<file path="src/rtl/lsu_ctrl.sv">
`default_nettype none
// ============================================================================
// Module   : lsu_ctrl
// Purpose  : Load/store unit placed after the ALU. Turns the ALU result into a
//            word-aligned memory request with byte enables and lane-replicated
//            store data, stalls the core while the access is outstanding, and
//            sign/zero-extends load data for writeback. Illegal funct3,
//            misaligned accesses (optional) and memory timeouts end with err.
// Config   : `define LSU_MISALIGN_TRAP_EN to trap misaligned half/word accesses.
//            Without it, halves use addr[1] only and words ignore addr[1:0].
// Params   : TIMEOUT_CYCLES - BUSY cycles without mem_ready before abort (1..255)
// Ports    : clk, rst                 - clock, synchronous active-high reset
//            core_valid/core_we/funct3/addr/wdata - access request from core
//            stall, done, load_data, err          - status back to the core
//            mem_req/mem_we/mem_be/mem_addr/mem_wdata - registered memory request
//            mem_rdata, mem_ready                 - memory response
// Revision : 1.0 - initial release
// ============================================================================
module lsu_ctrl #(
  parameter int unsigned TIMEOUT_CYCLES = 255
) (
  input  logic        clk,
  input  logic        rst,
  input  logic        core_valid,
  input  logic        core_we,
  input  logic [2:0]  funct3,
  input  logic [31:0] addr,
  input  logic [31:0] wdata,
  output logic        stall,
  output logic        done,
  output logic [31:0] load_data,
  output logic        err,
  output logic        mem_req,
  output logic        mem_we,
  output logic [3:0]  mem_be,
  output logic [31:0] mem_addr,
  output logic [31:0] mem_wdata,
  input  logic [31:0] mem_rdata,
  input  logic        mem_ready
);

  // Value of the wait counter on the last BUSY cycle allowed without mem_ready.
  localparam logic [7:0] C_TIMEOUT_LAST = 8'(TIMEOUT_CYCLES - 1);

  typedef enum logic [1:0] {
    S_IDLE = 2'd0,
    S_BUSY = 2'd1,
    S_DONE = 2'd2
  } state_t;

  state_t      state_q;
  logic [7:0]  cnt_q;
  logic [2:0]  f3_q;
  logic [1:0]  off_q;

  logic        legal_d;
  logic        misalign_d;
  logic [3:0]  be_d;
  logic [31:0] wdata_d;
  logic [31:0] ext_d;
  logic [7:0]  rd_byte;
  logic [15:0] rd_half;

  // Legality of the incoming request: stores only have sizes 0..2,
  // loads additionally have the unsigned byte/half forms.
  always_comb begin
    legal_d = 1'b0;
    if (core_we) begin
      legal_d = (funct3 == 3'b000) || (funct3 == 3'b001) || (funct3 == 3'b010);
    end else begin
      legal_d = (funct3 == 3'b000) || (funct3 == 3'b001) || (funct3 == 3'b010) ||
                (funct3 == 3'b100) || (funct3 == 3'b101);
    end
  end

`ifdef LSU_MISALIGN_TRAP_EN
  assign misalign_d = ((funct3[1:0] == 2'b01) && addr[0]) ||
                      ((funct3[1:0] == 2'b10) && (addr[1:0] != 2'b00));
`else
  assign misalign_d = 1'b0;
`endif

  // Byte enables and lane-replicated store data for the incoming request.
  always_comb begin
    be_d    = 4'b1111;
    wdata_d = wdata;
    case (funct3[1:0])
      2'b00: begin
        be_d    = 4'b0001 << addr[1:0];
        wdata_d = {4{wdata[7:0]}};
      end
      2'b01: begin
        be_d    = addr[1] ? 4'b1100 : 4'b0011;
        wdata_d = {2{wdata[15:0]}};
      end
      default: begin
        be_d    = 4'b1111;
        wdata_d = wdata;
      end
    endcase
  end

  // Lane selection and extension of the returned word, using the latched
  // size and byte offset of the access in flight.
  always_comb begin
    rd_byte = mem_rdata[8*off_q +: 8];
    rd_half = off_q[1] ? mem_rdata[31:16] : mem_rdata[15:0];
    case (f3_q)
      3'b000:  ext_d = {{24{rd_byte[7]}}, rd_byte};
      3'b001:  ext_d = {{16{rd_half[15]}}, rd_half};
      3'b100:  ext_d = {24'd0, rd_byte};
      3'b101:  ext_d = {16'd0, rd_half};
      default: ext_d = mem_rdata;
    endcase
  end

  assign stall = core_valid & ~done;

  always_ff @(posedge clk) begin
    if (rst) begin
      state_q   <= S_IDLE;
      cnt_q     <= 8'd0;
      f3_q      <= 3'd0;
      off_q     <= 2'd0;
      done      <= 1'b0;
      err       <= 1'b0;
      load_data <= 32'd0;
      mem_req   <= 1'b0;
      mem_we    <= 1'b0;
      mem_be    <= 4'd0;
      mem_addr  <= 32'd0;
      mem_wdata <= 32'd0;
    end else begin
      done <= 1'b0;
      case (state_q)
        S_IDLE: begin
          if (core_valid) begin
            f3_q  <= funct3;
            off_q <= addr[1:0];
            cnt_q <= 8'd0;
            if (legal_d && !misalign_d) begin
              state_q   <= S_BUSY;
              mem_req   <= 1'b1;
              mem_we    <= core_we;
              mem_be    <= be_d;
              mem_addr  <= {addr[31:2], 2'b00};
              mem_wdata <= wdata_d;
            end else begin
              // Rejected without ever touching memory.
              state_q   <= S_DONE;
              done      <= 1'b1;
              err       <= 1'b1;
              load_data <= 32'd0;
            end
          end
        end
        S_BUSY: begin
          // mem_ready is tested first so it wins over a coincident timeout.
          if (mem_ready) begin
            state_q   <= S_DONE;
            mem_req   <= 1'b0;
            done      <= 1'b1;
            err       <= 1'b0;
            load_data <= mem_we ? 32'd0 : ext_d;
            cnt_q     <= 8'd0;
          end else if (cnt_q == C_TIMEOUT_LAST) begin
            state_q   <= S_DONE;
            mem_req   <= 1'b0;
            done      <= 1'b1;
            err       <= 1'b1;
            load_data <= 32'd0;
            cnt_q     <= 8'd0;
          end else begin
            cnt_q <= cnt_q + 8'd1;
          end
        end
        S_DONE: begin
          state_q <= S_IDLE;
          err     <= 1'b0;
        end
        default: begin
          state_q <= S_IDLE;
        end
      endcase
    end
  end

endmodule
`default_nettype wire

</file>
<file path="config.mk">
export PLATFORM = sky130hd
export DESIGN_NAME = lsu_ctrl
export DESIGN_NICKNAME = d
export VERILOG_FILES = /design/src/rtl/lsu_ctrl.sv
export SDC_FILE = /design/constraint.sdc
export NUM_CORES = 1
export LEC_CHECK = 0
export BUFFER_PORTS_ARGS = -buffer_cell sky130_fd_sc_hd__buf_4
export CAP_MARGIN = 20
export CORE_AREA = 2 2 107 109
export DETAILED_ROUTE_END_ITERATION = 6
export DIE_AREA = 0 0 109 111
export GPL_TIMING_DRIVEN = 0
export PLACE_DENSITY = 0.82
export SLEW_MARGIN = 20
export SYNTH_ARGS = -nofsm -noshare
export SYNTH_HDL_FRONTEND = slang
export SYNTH_SLANG_ARGS = --single-unit
</file>
<file path="constraint.sdc">
create_clock -name clk -period 2.3 [get_ports clk]
set_input_delay 0.23 -clock clk [delete_from_list [all_inputs] [get_ports clk]]
set_output_delay 0.23 -clock clk [all_outputs]
set_load 0.01 [all_outputs]
</file>
==> impl_results.rst <==
.. list-table::
   :header-rows: 1

   * - Metric
     - Value
   * - Post-route worst setup slack
     - around 0.25 ns
   * - Count of vias placed by the detailed router
     - 5404
   * - Number of cells on the worst reg-to-reg path
     - 7
   * - Highest-delay cell along the critical path
     - sky130_fd_sc_hd__a211o_1
   * - Post-detailed-placement half-perimeter wirelength
     - 12.66 mm
   * - Post-Synthesis Cell Area
     - roughly 0.0052 mm²
   * - Combined flip-flop and latch cell area
     - 0.002342 mm²
   * - Initial antenna violation count
     - 0
   * - Row count
     - 39
   * - Category of cells accounting for the largest share of critical-path delay
     - compound AO/OA/AOI/OAI gates
   * - Arrival time of the worst setup path
     - about 2.4 ns
   * - Number of cells on the critical path
     - 7
   * - Cells along the critical path
     - inv_1, ha_1, and3_1, a211o_1, a21oi_4, buf_4, o2bb2ai_1
   * - Cells after Synth
     - 594
   * - Critical Path Start
     - cnt_q[0]
   * - TritonCTS buffer count
     - 17
   * - Final setup fails
     - 0
   * - Gr usage total
     - 27.85%
   * - Clock root cell
     - sky130_fd_sc_hd__clkbuf_16
   * - Total iterations of the first detailed-routing run
     - 6
   * - Grt total ovfl
     - 0
   * - Hold crit path type
     - input port to flop
   * - Maximum number of pins on one net before global-route repair
     - 17
   * - Utilization after layout
     - ~67%
   * - Setup TNS
     - 0 ns
   * - Drt total wl
     - 16.69 mm
   * - Worst IR drop on VDD
     - 362.3 µV
   * - Area leader, netlist
     - sky130_fd_sc_hd__dfxtp_1
   * - Floorplan die area
     - 0.01210 mm²
   * - FF-to-FF setup slack
     - 0.25 ns
   * - Most instantiated flip-flop cell in the synthesis netlist
     - sky130_fd_sc_hd__dfxtp_1
   * - HP Start
     - mem_rdata[27]
   * - Count of nets left with antenna violations after detail routing
     - 0
   * - Global-route wire length before repair
     - 26.34 mm
   * - Die span in x
     - 109 µm
   * - Resized Gates After CTS
     - 0
   * - Final slew viol count
     - 0
   * - Number of setup buffers added after CTS
     - 0
   * - Initial standard-cell utilization of the core
     - a little under half
   * - Antenna Diode Count
     - 0
   * - CP Capture Point
     - load_data[26]
   * - Number of distinct library cells after synthesis
     - 51
   * - Violation count after the first detailed-routing iteration
     - 419
   * - Final hold viol count
     - 0
   * - Data required time at the worst endpoint
     - 2.64 ns
   * - Largest stage delay on the critical path
     - 0.42 ns
   * - Async SR Flop Fraction
     - 0%
   * - Yosys warns
     - 0
   * - Min Hold Slack
     - 0.06870 ns
   * - I/O Pins
     - 209
   * - Detailed-route vias per instance
     - around 5.5
   * - Crit path capture type
     - flop
   * - P&R area growth vs syn
     - 43.84%
   * - Via count of the first global-routing pass
     - 5297
   * - Mean post-synth cell area
     - 8.672 µm²
   * - Worst slew slack as a fraction of its limit
     - 53.00%
   * - Unrepaired setup endpoints after global routing
     - false
   * - Core footprint
     - 0.01108 mm²
   * - CP Buf/Inv Count
     - 2
   * - Clock-pin slew on the worst setup and hold paths
     - 0.05 ns
   * - Total power divided by cell area
     - 733.7 mW/mm²
   * - Die height
     - 111 µm
   * - Peak clock frequency supported by timing
     - 0.4878 GHz
   * - Worst-skew pair later-pin latency
     - 0.41 ns
   * - Reg-to-reg critical path startpoint
     - cnt_q[0]
   * - Post-cts hold buffer count
     - 0
   * - Worst-Margin Slew
     - 0.6976 ns
   * - Sum of internal, switching and leakage power
     - 5.437 mW
   * - Fin Clk Skew
     - about 0.0090 ns
   * - Fraction of the yosys area taken by sequential cells
     - between 40% and 50%
   * - Share of Yosys cell area claimed by the top area cell type
     - 45.47%
   * - Total of flip-flops plus latches after synthesis
     - 117
   * - Critical path type
     - flop to flop
   * - Critical-path maximum fanout
     - 10
   * - Deepest clock path buffer count
     - 2
   * - Average wire per cell in the routed design
     - between 15 and 20 µm
   * - I/O Buffers
     - 206
   * - TritonCTS clock tree
     - yes
   * - Minimum setup slack after placement
     - 0.2247 ns
   * - Number of max-cap violations
     - 0
   * - CTS H-Tree Depth
     - 4
   * - Leakage dissipation
     - 3.182 nW
   * - Number of synthesized flops with an enable pin
     - 0
   * - Fillcell total
     - between 800 and 900
   * - Cell types with the largest area share after synthesis
     - sky130_fd_sc_hd__dfxtp_1, sky130_fd_sc_hd__nand2_1, sky130_fd_sc_hd__a21oi_1
   * - End of the worst register-to-register path
     - load_data[26]
   * - Last weighted congestion value of the routability-driven placer
     - 0.8965
   * - Layout cells sized above 1
     - 32.45%
   * - Crit path time final
     - 2.050 ns
   * - Fin nets
     - between 900 and 1000
   * - Sinks on the clock net
     - 117
   * - Final period util
     - 89.13%
   * - Residual DRC
     - 0
   * - Startpoint type of the worst setup path
     - flop
   * - Run status
     - completed
   * - Multi-input gate area
     - roughly 0.0025 mm²
synth_stat cells, types with 2 or more instances:
master,count
sky130_fd_sc_hd__dfxtp_1,117
sky130_fd_sc_hd__nand2b_1,12
sky130_fd_sc_hd__buf_4,11
sky130_fd_sc_hd__nor3_1,5
sky130_fd_sc_hd__o21ba_2,2
sky130_fd_sc_hd__buf_6,2
sky130_fd_sc_hd__clkbuf_1,21
sky130_fd_sc_hd__inv_1,13
sky130_fd_sc_hd__nor2_1,35
sky130_fd_sc_hd__nand4_1,2
sky130_fd_sc_hd__a21oi_1,63
sky130_fd_sc_hd__a211o_1,8
sky130_fd_sc_hd__clkinv_1,2
sky130_fd_sc_hd__a311oi_1,11
sky130_fd_sc_hd__nor2b_1,25
sky130_fd_sc_hd__o211ai_1,17
sky130_fd_sc_hd__mux2i_1,27
sky130_fd_sc_hd__a32o_1,8
sky130_fd_sc_hd__and3_1,2
sky130_fd_sc_hd__buf_1,4
sky130_fd_sc_hd__a21o_1,2
sky130_fd_sc_hd__mux2_2,3
sky130_fd_sc_hd__buf_2,10
sky130_fd_sc_hd__nor3b_1,2
sky130_fd_sc_hd__a32oi_1,7
sky130_fd_sc_hd__o2bb2ai_1,16
sky130_fd_sc_hd__nand3_1,5
sky130_fd_sc_hd__nand2_1,107
sky130_fd_sc_hd__a31oi_1,3
sky130_fd_sc_hd__ha_1,2
sky130_fd_sc_hd__a211oi_1,11
sky130_fd_sc_hd__xor2_1,2
sky130_fd_sc_hd__o21ai_0,19
layer usage:
| metal | wire, µm | track usage (%) | up-vias |
|---|---|---|---|
| met1 | 6546 | 31.63 | 2554 |
| met3 | 1210 | 6.761 | 51 |
| met2 | 8362 | 48.07 | 252 |
| met4 | 571 | 13.42 | 0 |
| li1 | - | - | 2547 |
| met5 | 0 | 0 | - |
per-stage QoR:
stage,std cells,area [µm²]
detailed placement,944,6880
finish,975,7410
global placement,944,6880
CTS,975,7410
floorplan,595,5155
global route,975,7410
area by class of cell:
class | count | area share, %
multi-input combinational | 415 | 33.84
sequential | 117 | 31.61
timing repair buffer | 206 | 20.87
clock buffer | 22 | 6.400
buffer | 48 | 3.360
tap | 143 | 2.415
inverter | 15 | 0.7599
clock inverter | 9 | 0.7430
state kept, by name (all words and copies together) (netlist names):
| register | cells |
|---|---|
| load_data | 32 |
| done | 1 |
| err | 1 |
| f3_q | 3 |
| cnt_q | 8 |
| mem_be | 4 |
| mem_we | 1 |
| mem_addr | 30 |
| mem_wdata | 32 |
| off_q | 2 |
| state_q | 2 |
| mem_req | 1 |
power breakdown:
group          internal [mW]  switching, mW  leakage (nW)
Sequential              2.13         0.0650         0.953
Combinational          0.428          0.473          1.98
Clock                   1.44          0.896         0.254
logic make-up (layout without fill, tap and decap cells):
logic type | count (synthesis) | after routing | synth area share [%]
other | 1 | 2 | 0.07280
flip-flops | 117 | 117 | 45.47
buffers and inverters | 63 | 300 | 5.927
AO/OA/AOI/OAI | 177 | 177 | 24.00
adder cells (fa/ha/maj) | 2 | 2 | 0.4857
AND/OR/NAND/NOR | 201 | 201 | 17.63
XOR/XNOR | 3 | 3 | 0.5102
multiplexers | 30 | 30 | 5.902
placed cells by master, fill, tap and decap left out, types with 3 or more instances in the layout:
cell and n:
sky130_fd_sc_hd__buf_4 217, sky130_fd_sc_hd__dfxtp_1 117, sky130_fd_sc_hd__nand2_1 107, sky130_fd_sc_hd__a21oi_1 63
sky130_fd_sc_hd__nor2_1 35, sky130_fd_sc_hd__mux2i_1 27, sky130_fd_sc_hd__nor2b_1 25, sky130_fd_sc_hd__clkbuf_1 23
sky130_fd_sc_hd__o21ai_0 19, sky130_fd_sc_hd__o211ai_1 17, sky130_fd_sc_hd__clkbuf_16 17, sky130_fd_sc_hd__o2bb2ai_1 16
sky130_fd_sc_hd__inv_1 13, sky130_fd_sc_hd__nand2b_1 12, sky130_fd_sc_hd__a211oi_1 11, sky130_fd_sc_hd__a311oi_1 11
sky130_fd_sc_hd__buf_2 10, sky130_fd_sc_hd__a211o_1 8, sky130_fd_sc_hd__a32o_1 8, sky130_fd_sc_hd__a32oi_1 7
sky130_fd_sc_hd__nor3_1 5, sky130_fd_sc_hd__nand3_1 5, sky130_fd_sc_hd__clkinv_2 5, sky130_fd_sc_hd__buf_1 4
sky130_fd_sc_hd__clkinvlp_4 4, sky130_fd_sc_hd__mux2_2 3, sky130_fd_sc_hd__a31oi_1 3, sky130_fd_sc_hd__clkbuf_8 3
worst min-delay path by stage:
| stage | to | cells past startpoint | slack [ns] |
|---|---|---|---|
| 2_1_floorplan | mem_addr[10] | 2 | 0.37 |
| 3_3_place_gp | mem_addr[11] | 2 | 0.44 |
| 3_5_place_dp | load_data[22] | 1 | 0.45 |
| 4_1_cts | mem_addr[30] | 3 | 0.06 |
| 5_1_grt | mem_addr[11] | 3 | 0.08 |
| 6_report | load_data[27] | 3 | 0.07 |
worst min-delay path: stages:
cell and delay, ns:
sky130_fd_sc_hd__buf_4 0.08, sky130_fd_sc_hd__nor2b_1 0.04, sky130_fd_sc_hd__o2bb2ai_1 0.10
Power figures use the tool's default switching activity.
